`src/rtl/comp2_alu_sequencer.sv`:
```
// rtl/comp2_alu_sequencer.sv - sequences an external two's-complement converter for signed ADD/SUB/NEG/ABS

module comp2_alu_sequencer #(
    parameter int WIDTH = 6
) (
    input  logic             clk,
    input  logic             rst,
    input  logic             start,
    input  logic [1:0]       op,
    input  logic [WIDTH-1:0] a_in,
    input  logic [WIDTH-1:0] b_in,
    output logic [WIDTH-1:0] conv_a,
    input  logic [WIDTH-1:0] conv_result,
    output logic             busy,
    output logic [WIDTH-1:0] result,
    output logic             carry,
    output logic             overflow,
    output logic             result_valid,
    input  logic             result_ack
);

    typedef enum logic [1:0] {IDLE, CONV, EXEC, DONE} state_t;

    localparam logic [1:0]       OP_ADD  = 2'b00;
    localparam logic [1:0]       OP_SUB  = 2'b01;
    localparam logic [1:0]       OP_NEG  = 2'b10;
    localparam logic [WIDTH-1:0] MIN_NEG = {1'b1, {(WIDTH-1){1'b0}}};

    state_t           state, next_state;
    logic             accept;
    logic [WIDTH-1:0] a_reg, b_reg, neg_reg;
    logic [1:0]       op_reg;

    logic [WIDTH-1:0] addend;
    logic [WIDTH:0]   sum;
    logic [WIDTH-1:0] exec_result;
    logic             exec_carry, exec_overflow;

    always_ff @(posedge clk or posedge rst) begin
        if (rst) state <= IDLE;
        else     state <= next_state;
    end

    always_comb begin
        next_state   = state;
        accept       = 1'b0;
        busy         = 1'b1;
        result_valid = 1'b0;
        case (state)
            IDLE: begin
                busy = 1'b0;
                if (start) begin
                    accept     = 1'b1;
                    next_state = (op == OP_ADD) ? EXEC : CONV;
                end
            end
            CONV: next_state = EXEC;
            EXEC: next_state = DONE;
            DONE: begin
                result_valid = 1'b1;
                if (result_ack) next_state = IDLE;
            end
            default: next_state = IDLE;
        endcase
    end

    // ADD uses B directly; every other op works from the negated operand.
    always_comb begin
        addend        = (op_reg == OP_ADD) ? b_reg : neg_reg;
        sum           = {1'b0, a_reg} + {1'b0, addend};
        exec_result   = sum[WIDTH-1:0];
        exec_carry    = sum[WIDTH];
        exec_overflow = (a_reg[WIDTH-1] == addend[WIDTH-1]) &&
                        (sum[WIDTH-1] != a_reg[WIDTH-1]);
        if (op_reg[1]) begin
            exec_carry    = 1'b0;
            exec_overflow = (a_reg == MIN_NEG);
            if (op_reg == OP_NEG || a_reg[WIDTH-1]) exec_result = neg_reg;
            else                                    exec_result = a_reg;
        end
    end

    // conv_a is loaded at accept so it is already stable throughout CONV.
    always_ff @(posedge clk or posedge rst) begin
        if (rst) begin
            a_reg    <= '0;
            b_reg    <= '0;
            op_reg   <= '0;
            neg_reg  <= '0;
            conv_a   <= '0;
            result   <= '0;
            carry    <= 1'b0;
            overflow <= 1'b0;
        end else begin
            if (accept) begin
                a_reg  <= a_in;
                b_reg  <= b_in;
                op_reg <= op;
                if (op != OP_ADD) conv_a <= (op == OP_SUB) ? b_in : a_in;
            end
            if (state == CONV) neg_reg <= conv_result;
            if (state == EXEC) begin
                result   <= exec_result;
                carry    <= exec_carry;
                overflow <= exec_overflow;
            end
        end
    end

endmodule

```
`config.mk`:
```
export PLATFORM = sky130hd
export DESIGN_NAME = comp2_alu_sequencer
export DESIGN_NICKNAME = d
export VERILOG_FILES = /design/src/rtl/comp2_alu_sequencer.sv
export SDC_FILE = /design/constraint.sdc
export NUM_CORES = 1
export LEC_CHECK = 0
export CAP_MARGIN = 20
export CORE_ASPECT_RATIO = 0.75
export CORE_UTILIZATION = 40
export CTS_CLUSTER_DIAMETER = 60
export DETAILED_ROUTE_END_ITERATION = 8
export GPL_TIMING_DRIVEN = 0
export PLACE_DENSITY = 0.7
export SYNTH_ARGS = -nofsm -noshare
export SYNTH_HDL_FRONTEND = slang
export SYNTH_SLANG_ARGS = --single-unit
export TNS_END_PERCENT = 50
```
`constraint.sdc`:
```
create_clock -name clk -period 3.42 [get_ports clk]
set_clock_uncertainty 0.15 [all_clocks]
set_input_delay 1.026 -clock clk [delete_from_list [all_inputs] [get_ports clk]]
set_output_delay 1.026 -clock clk [all_outputs]
set_load 0.01 [all_outputs]
```
==> results by group <==
Placement
  – IO Port Bufs: 39
  – GP Congestion: 0.809
  – Dpl hpwl: 3660 um
  – Dpl cells: 314

CTS
  – CTS tree: done
  – Clk Latency, worst-skew pair: ~0.30 ns
  – Hold buffers post-CTS: 0
  – Clk root buf: clkbuf_8
  – CTS buffer count: 5
  – Post-cts gate resize count: 0
  – Post-CTS Setup Bufs: 0
  – Clock sinks: 36
  – H-tree depth: 2
  – Clock-pin slew on the worst setup and hold paths: 0.08 ns
  – Clock buffer depth: 2

Floorplanning
  – Die W: 84.4 um
  – Die Footprint: 5380 um^2
  – Row cnt: 22
  – Die Y: 63.8 um
  – Core Region: slightly below 5000 um^2
  – Initial Util: 0.415
  – I/O pin count: 40

Synth
  – EDFF count, synth: 0
  – Distinct cells, synth: 40
  – Seq/Total Area, Yosys: 0.443
  – Yosys warnings: 0
  – Flop and latch count out of synthesis: 36
  – Post-synth top flop: dfrtp_1
  – Yosys top cell area share: 0.443
  – Synth Instances: 214
  – Synth cell count leaders: 48 x nand2_1, 36 x dfrtp_1, 17 x nor2_1, 15 x mux2_2
  – Asr flop ratio synth: 1.00
  – Synth Cell Area: 2040 um^2
  – Syn_area_per_cell: between 9 and 10 um^2
  – Synthesized Nets: 250
  – Cell taking the most area after synthesis: dfrtp_1
  – Most common cell in the netlist: nand2_1
  – Synth area leaders: dfrtp_1 44%, nand2_1 8.9%, mux2_2 8.3%

Power
  – Leak: 1.21 nW
  – Power per cell area: about 1000 nW/um^2
  – Total power: 2.73 mW
  – VDD IR max: 0.341 mV

Timing
  – Tmin final: 3.01 ns
  – Fin. Hold Viols: 0
  – FMAX: approximately 330 MHz
  – Final clock period utilization by the worst path: 0.880
  – Setup_tns: 0 ns
  – RSZ-0062 raised after global routing: false
  – Worst Max-Slew Pin Slew: 0.585 ns
  – Finish-stage setup viols: 0
  – Relative slew slack: 0.610
  – Final Max Tran Viols: 0
  – WHS: 0.328 ns

Final layout
  – Nets: 297
  – Area grow syn2layout: 29.7%
  – Sequential Area: about 900 um^2
  – Final non-filler cell total: 322
  – Fraction of layout instances using a drive strength above 1: 0.107
  – Diodes inserted: 0
  – Post-layout util: 0.539
  – Fillers: roughly 470
  – Multi-input gate area: ~1100 um^2

Setup path
  – Reg-to-reg endpoint: result[4]
  – R2r setup slk: 0.41 ns
  – Element type at the critical path end: register
  – Max Fanout on Critical Path: 9
  – Slowest-stage cell, CP: nor2_1
  – Crit path cell chain: buf_6 -> nor2_1 -> mux2_2 -> ha_1 -> fa_1 -> a21o_1 -> a21o_1 -> xor2_1 -> a21o_1
  – Critical Path RT: around 3.5 ns
  – Max incr delay on CP: approximately 0.44 ns
  – Reg2reg start: op_reg[1]
  – Cell mode on critical path: a21o_1
  – Crit Path Class: register to register
  – Worst EP arrival: 3.05 ns
  – Startpoint Class: register
  – R2R cell count: 9

Global routing
  – Largest net degree at the start of global routing: 25
  – GR Overflow Total: 0
  – Global-route wire length before repair: 8210 um
  – Total GRT Usage: 0.201
  – Vias in the first global route: 1,696
  – Initial antenna violation count: 0

Worst hold path
  – Hold EP: b_reg[3]
  – Hold path cells: 2
  – Hold wc startpoint: b_reg[3]
  – HP Class: register to register

Detailed routing
  – Vias: 1,701
  – Drt pass-1 iters: 6
  – Routed wire length per instance: 14.9 um
  – Initial DRC Count: 64
  – Total wire length: 4810 um
  – Routed vias/inst: between 5 and 6
  – Detail Route Antenna Nets: 0
  – # DRC: 2

Run status
  – Outcome: complete, but fails checks
  – Failing checks: design-rule violations

Job
  – MaxCap Viol Count: 0
==> worst max-delay path, delay by kind of cell (launching register included) <==
family                     cells  cell delay [ns]
AOI/OAI and AO/OA              3             0.57
muxes                          1             0.41
xor gates and xnor gates       1             0.15
and+or+nand+nor                1             0.44
DFF                            1             0.38
adders and majority gates      2             0.68
buffers and inverters          1             0.13
==> worst max path at each step <==
stage / startpoint / endpoint / slack (ns) / cells after the start
2_1_floorplan: op_reg[1] / result[4] / 0.73 / 9
3_3_place_gp: op_reg[1] / result[4] / 0.46 / 9
3_5_place_dp: op_reg[1] / result[4] / 0.47 / 9
4_1_cts: op_reg[1] / result[4] / 0.43 / 9
5_1_grt: op_reg[1] / result[4] / 0.29 / 9
6_report: op_reg[1] / result[4] / 0.41 / 9
==> report_power, final <==
part	internal (mW)	leakage (nW)	switching [mW]
Sequential	0.639	0.436	0.164
Combinational	0.783	0.717	0.770
Clock	0.216	0.0541	0.163
Total	1.64	1.21	1.10
==> area by class of cell <==
class,count,area share
sequential,36,0.341
tap,60,0.0284
clock buffer,5,0.0261
multi-input combinational,163,0.405
buffer,9,0.0161
inverter,6,0.00853
clock inverter,3,0.0161
timing repair buffer,40,0.158
==> routing by layer <==
layer | wire, um | track usage
met1 | 2460 | 0.288
met4 | 57 | 0.0572
met5 | 0 | 0
met2 | 2040 | 0.295
met3 | 244 | 0.0607
==> metrics by stage <==
stage               worst slack (ns)  instance area, um^2
floorplan                      0.735                 2040
global placement               0.459                 2500
detailed placement             0.470                 2530
CTS                            0.431                 2640
global route                   0.287                 2640
finish                         0.411                 2640
==> kinds of logic after synthesis <==
logic type	count (synthesis)	share of synthesized area
simple gates	82	0.180
fa+ha+maj	12	0.0774
xor+xnor	2	0.00861
buf+inv	15	0.0320
compound gates	48	0.157
mux	19	0.103
flops	36	0.443
==> placed cells by master (no fill, tap or decap), types with 2 or more instances in the layout <==
cell,n
clkbuf_8,5
nand2b_1,3
mux2i_1,4
o21a_1,3
clkbuf_1,6
mux2_2,15
a21oi_1,11
or3_1,2
o22a_1,5
a31oi_1,2
ha_1,11
a21o_1,4
inv_1,6
nor2_1,17
dfrtp_1,36
o22ai_1,7
nand2_1,48
nor2b_1,3
o211ai_1,2
o21ai_0,7
xor2_1,2
clkdlybuf4s50_1,39
No activity file was read; power rests on OpenSTA's default activity.
